<file path="src/rtl/seg_scan_decoder.sv">
// Recovers BCD digits from multiplexed 7-segment drive lines.
// Each digit is committed once per stable period; frame_valid pulses when every digit has been refreshed.
module seg_digit_slot (
    input  logic       clk,
    input  logic       rst_n,
    input  logic       wr,
    input  logic [3:0] val,
    input  logic       dp,
    input  logic       bad,
    output logic [3:0] bcd,
    output logic       dot,
    output logic       err
);
    always_ff @(posedge clk or negedge rst_n) begin
        if (!rst_n) begin
            bcd <= '0;
            dot <= 1'b0;
            err <= 1'b0;
        end else if (wr) begin
            bcd <= val;
            dot <= dp;
            err <= bad;
        end
    end
endmodule

module seg_scan_decoder #(
    parameter int DIGITS        = 4,
    parameter int STABLE_CYCLES = 4
) (
    input  logic                  clk,
    input  logic                  rst_n,
    input  logic [7:0]            seg_in,
    input  logic [DIGITS-1:0]     dig_sel,
    output logic [4*DIGITS-1:0]   bcd_out,
    output logic [DIGITS-1:0]     dot_out,
    output logic [DIGITS-1:0]     err_out,
    output logic                  frame_valid,
    output logic                  sel_err
);
    localparam logic [3:0] STABLE = 4'(STABLE_CYCLES);

    typedef enum logic [1:0] {IDLE, SETTLE, HOLD} state_t;

    logic [7:0]        seg_m, seg_s;
    logic [DIGITS-1:0] sel_m, sel_s;
    logic [3:0]        cnt;
    logic [DIGITS-1:0] seen, seen_nxt;
    state_t            state, state_n;
    logic              commit, onehot;
    logic [3:0]        dec_val;
    logic              dec_bad;

    // cnt tracks how many consecutive cycles S has held its current value
    always_ff @(posedge clk or negedge rst_n) begin
        if (!rst_n) begin
            seg_m <= '0;
            seg_s <= '0;
            sel_m <= '0;
            sel_s <= '0;
            cnt   <= '0;
        end else begin
            seg_m <= seg_in;
            seg_s <= seg_m;
            sel_m <= dig_sel;
            sel_s <= sel_m;
            if ({sel_m, seg_m} != {sel_s, seg_s})
                cnt <= 4'd1;
            else if (cnt != STABLE)
                cnt <= cnt + 4'd1;
        end
    end

    always_ff @(posedge clk or negedge rst_n) begin
        if (!rst_n) state <= IDLE;
        else        state <= state_n;
    end

    always_comb begin
        state_n = state;
        commit  = 1'b0;
        case (state)
            IDLE:   if (sel_s != '0) state_n = SETTLE;
            SETTLE: begin
                if (sel_s == '0) state_n = IDLE;
                else if (cnt == STABLE) begin
                    commit  = 1'b1;
                    state_n = HOLD;
                end
            end
            HOLD: begin
                // cnt==1 in HOLD means S just changed
                if (sel_s == '0)     state_n = IDLE;
                else if (cnt == 4'd1) state_n = SETTLE;
            end
            default: state_n = IDLE;
        endcase
    end

    always_comb begin
        dec_bad = 1'b0;
        case (seg_s[7:1])
            7'b1111110: dec_val = 4'd0;
            7'b0110000: dec_val = 4'd1;
            7'b1101101: dec_val = 4'd2;
            7'b1111001: dec_val = 4'd3;
            7'b0110011: dec_val = 4'd4;
            7'b1011011: dec_val = 4'd5;
            7'b1011111: dec_val = 4'd6;
            7'b1110000: dec_val = 4'd7;
            7'b1111111: dec_val = 4'd8;
            7'b1111011: dec_val = 4'd9;
            default: begin
                dec_val = 4'hF;
                dec_bad = 1'b1;
            end
        endcase
    end

    assign onehot   = (sel_s != '0) && ((sel_s & (sel_s - DIGITS'(1))) == '0);
    assign seen_nxt = seen | ((commit && onehot) ? sel_s : '0);

    always_ff @(posedge clk or negedge rst_n) begin
        if (!rst_n) begin
            seen        <= '0;
            frame_valid <= 1'b0;
            sel_err     <= 1'b0;
        end else begin
            sel_err     <= commit && !onehot;
            frame_valid <= 1'b0;
            if (&seen_nxt) begin
                seen        <= '0;
                frame_valid <= 1'b1;
            end else begin
                seen <= seen_nxt;
            end
        end
    end

    for (genvar i = 0; i < DIGITS; i++) begin : g_slot
        seg_digit_slot u_slot (
            .clk   (clk),
            .rst_n (rst_n),
            .wr    (commit && onehot && sel_s[i]),
            .val   (dec_val),
            .dp    (seg_s[0]),
            .bad   (dec_bad),
            .bcd   (bcd_out[4*i +: 4]),
            .dot   (dot_out[i]),
            .err   (err_out[i])
        );
    end
endmodule

</file>
<file path="config.mk">
export PLATFORM = sky130hd
export DESIGN_NAME = seg_scan_decoder
export DESIGN_NICKNAME = d
export VERILOG_FILES = /design/src/rtl/seg_scan_decoder.sv
export SDC_FILE = /design/constraint.sdc
export NUM_CORES = 1
export LEC_CHECK = 0
export CORE_AREA = 4 4 109 111
export DETAILED_ROUTE_END_ITERATION = 8
export DIE_AREA = 0 0 113 115
export PLACE_DENSITY = 0.43
export SLEW_MARGIN = 25
export SYNTH_ARGS = -nofsm -noshare
export SYNTH_HDL_FRONTEND = slang
export SYNTH_SLANG_ARGS = --single-unit
</file>
<file path="constraint.sdc">
create_clock -name clk -period 3.36 [get_ports clk]
set_input_delay 0.672 -clock clk [delete_from_list [all_inputs] [get_ports clk]]
set_output_delay 0.672 -clock clk [all_outputs]
set_load 0.02 [all_outputs]
</file>
==> flow_metrics.tcl <==
set metrics [dict create \
    outcome "completed" \
    core-area_mm2 0.0108 \
    leakagePower_nw 1.50 \
    hp-class "reg2reg" \
    min_to "seg_s[2]" \
    syn_to_final_growth_pct 25.3 \
    period_share_pct 61.8 \
    async_flop_share_pct 100 \
    fin_crit_ns 2.07 \
    nets 285 \
    multi_input_area_mm2 0.00104 \
    die_h_um 115 \
    postCtsSetupBuffers 0 \
    p_per_area_mw_per_mm2 475 \
    io_pins 40 \
    yosysTopAreaCell "dfrtp_1" \
    ys_seq_area_share_pct 55.7 \
    critical-path-top-delay-family "simple AND/OR/NAND/NOR gates" \
    post_cts_resize_count 0 \
    drv_slew 0 \
    avgRoutedWirePerCell_um 13.8 \
    startpoint "cnt[0]" \
    synth.distinct_cells 51 \
    worstSetupStartpointType "flip-flop" \
    regArea_mm2 0.00150 \
    setup_viol 0 \
    cp.required_ns 3.57 \
    slew-limit-headroom_pct 48.6 \
    port_buffers 39 \
    grt_max_degree 34 \
    critPathArrivalTime_ns 2.29 \
    drt_pass1_iterations 4 \
    clk_pin_slew_ns 0.06 \
    min-delay-start "seg_m[2]" \
    grt_pass1_vias 1851 \
    synth.avg_cell_area_um2 11.5 \
    r2r_end "seen[0]" \
    die_area_mm2 0.0130 \
    most-common-layout-cells "dfrtp_1 (60), clkdlybuf4s50_1 (38), nand2_1 (22), nor2_1 (18), xor2_1 (13)" \
    final_hold_viol_count 0 \
    htreeDepth 3 \
    worstSkewPairLatency_ns 0.33 \
    cts_buffer_depth 2 \
    synth_area_mm2 0.00270 \
    fillers 1096 \
    clockRootBuffer "clkbuf_8" \
    mostFrequentLayoutCell "dfrtp_1" \
    num_antenna_cells 0 \
    viasPerCell 4.32 \
    crit_chain "inv_1 > ha_1 > nand3b_4 > nor2_2 > and3_1 > o22ai_2 > o22a_1" \
    cts-buffers-inserted 9 \
    synth_ff_type "dfrtp_1" \
    placedCellCount 397 \
    fin_setup_tns_ns 0 \
    regToRegSetupSlack_ns 1.29 \
    drc 0 \
    worst_slew_pin_slew_ns 0.771 \
    reg2reg_from "cnt[0]" \
    hold_depth 0 \
    critPathKind "reg2reg" \
    ys_seq_elements 60 \
    syn_inst 235 \
    hold_buffers 0 \
    instances_no_fill 413 \
    total_power_w 0.00160 \
    drive_gt1_share_pct 14.3 \
    overflow 0 \
    ir_worst_vdd_v 0.000212 \
    grt_first_pass_wirelength_um 9620 \
    max_cap_viol_count 0 \
    synth-edff-count 0 \
    syn_nets 252 \
    fmax_ghz 0.482 \
    wl_um 5700 \
    synth_top_area_share_pct 55.7 \
    cp_num_buf_inv 1 \
    vias 1783 \
    hpwlAfterDp_um 4180 \
    hold_ws_ns 0.393 \
    gp_congestion 0.753 \
    fp-row-count 38 \
    drt_iter0_markers 51 \
    reg2reg_depth 7 \
    numClockSinks 60 \
    ant_nets 0 \
    rsz0062_at_grt "no" \
    gr-usage-all-layers_pct 9.56 \
    post-route-util_pct 31.3 \
    start_util_pct 25.0 \
    ys_top_cells_by_area "dfrtp_1 (56%), xor2_1 (4.2%), nand2_1 (3.1%)" \
    antenna_found_initial 0 \
    path_max_fanout 9 \
    clock-skew-final_ns 0.00829 \
    die_w_um 113 \
    synth_warnings 0 \
    critPathCaptureType "flip-flop" \
    slowest_stage "and3_1" \
    cts_tree "yes" \
    max_stage_delay_ns 0.49 \
]
[registers in the layout, summed over array words and instances (netlist names)]
name and count:
sel_err 1, state 2, g_slot.u_slot.err 4, seg_s 8
g_slot.u_slot.bcd 16, seg_m 8, sel_s 4, seen 4
sel_m 4, frame_valid 1, cnt 4, g_slot.u_slot.dot 4
[worst max-delay path by stage]
stage                     slack (ns)  cells past startpoint                       to
after floorplan                 1.58                      7  g_slot[0].u_slot.bcd[2]
after global placement          1.31                      7                  seen[0]
after detailed placement        1.26                      7                  seen[0]
after CTS                       1.25                      7                  seen[0]
after global routing            1.13                      7                  seen[0]
final                           1.29                      7                  seen[0]
[cell usage after synthesis, types with 2 or more instances]
master	number
nor4_1	4
o21ai_1	10
nand3b_1	2
o22ai_2	2
nand3_1	6
buf_4	9
mux2i_1	3
nor2b_1	2
nand2_1	22
o21ai_0	2
nor2_1	18
xnor2_1	2
nand4_1	5
o31ai_1	2
and3_1	4
a21oi_1	12
xor2_1	13
o211ai_2	2
or2_1	2
buf_6	2
buf_2	6
inv_1	7
clkbuf_1	2
nor3_1	2
mux2_4	4
nand2b_1	4
dfrtp_1	60
ha_1	3
[cell type report]
class | count | share of cell area [%]
clock buffer | 12 | 4.89
clock inverter | 4 | 2.07
inverter | 7 | 0.778
multi-input combinational | 149 | 30.8
sequential | 60 | 44.4
tap | 140 | 5.19
timing repair buffer | 41 | 11.9
[layer usage]
| layer | part of all wire [%] | GRT usage [%] | vias up |
|---|---|---|---|
| li1 | - | - | 879 |
| met1 | 49 | 12.6 | 856 |
| met2 | 45 | 14.8 | 37 |
| met3 | 5.0 | 2.47 | 11 |
| met4 | 1.7 | 4.33 | 0 |
| met5 | 0 | 0 | - |
[logic make-up (layout without fill, tap and decap cells)]
| kind of cell | Yosys count | in the layout | share of synthesized area, % |
|---|---|---|---|
| AOI/OAI and AO/OA | 41 | 41 | 11.6 |
| xor gates and xnor gates | 15 | 15 | 4.87 |
| adders and majority gates | 4 | 4 | 1.81 |
| buffers and inverters | 26 | 64 | 5.71 |
| DFF | 60 | 60 | 55.7 |
| muxes | 8 | 8 | 3.76 |
| and+or+nand+nor | 81 | 81 | 16.6 |
[metrics by stage]
step	instance area, um2	setup slack, ns
6_report	3380	1.29
4_1_cts	3380	1.25
2_1_floorplan	2700	1.58
3_5_place_dp	3140	1.26
5_1_grt	3380	1.13
3_3_place_gp	3140	1.31
[where the power goes]
group	switching [W]	internal, W	leakage, nW
Combinational	0.0000462	0.0000361	0.602
Sequential	0.0000286	0.000740	0.774
Clock	0.000276	0.000476	0.122
Total	0.000351	0.00125	1.50
(Power assumes the default switching activity.)
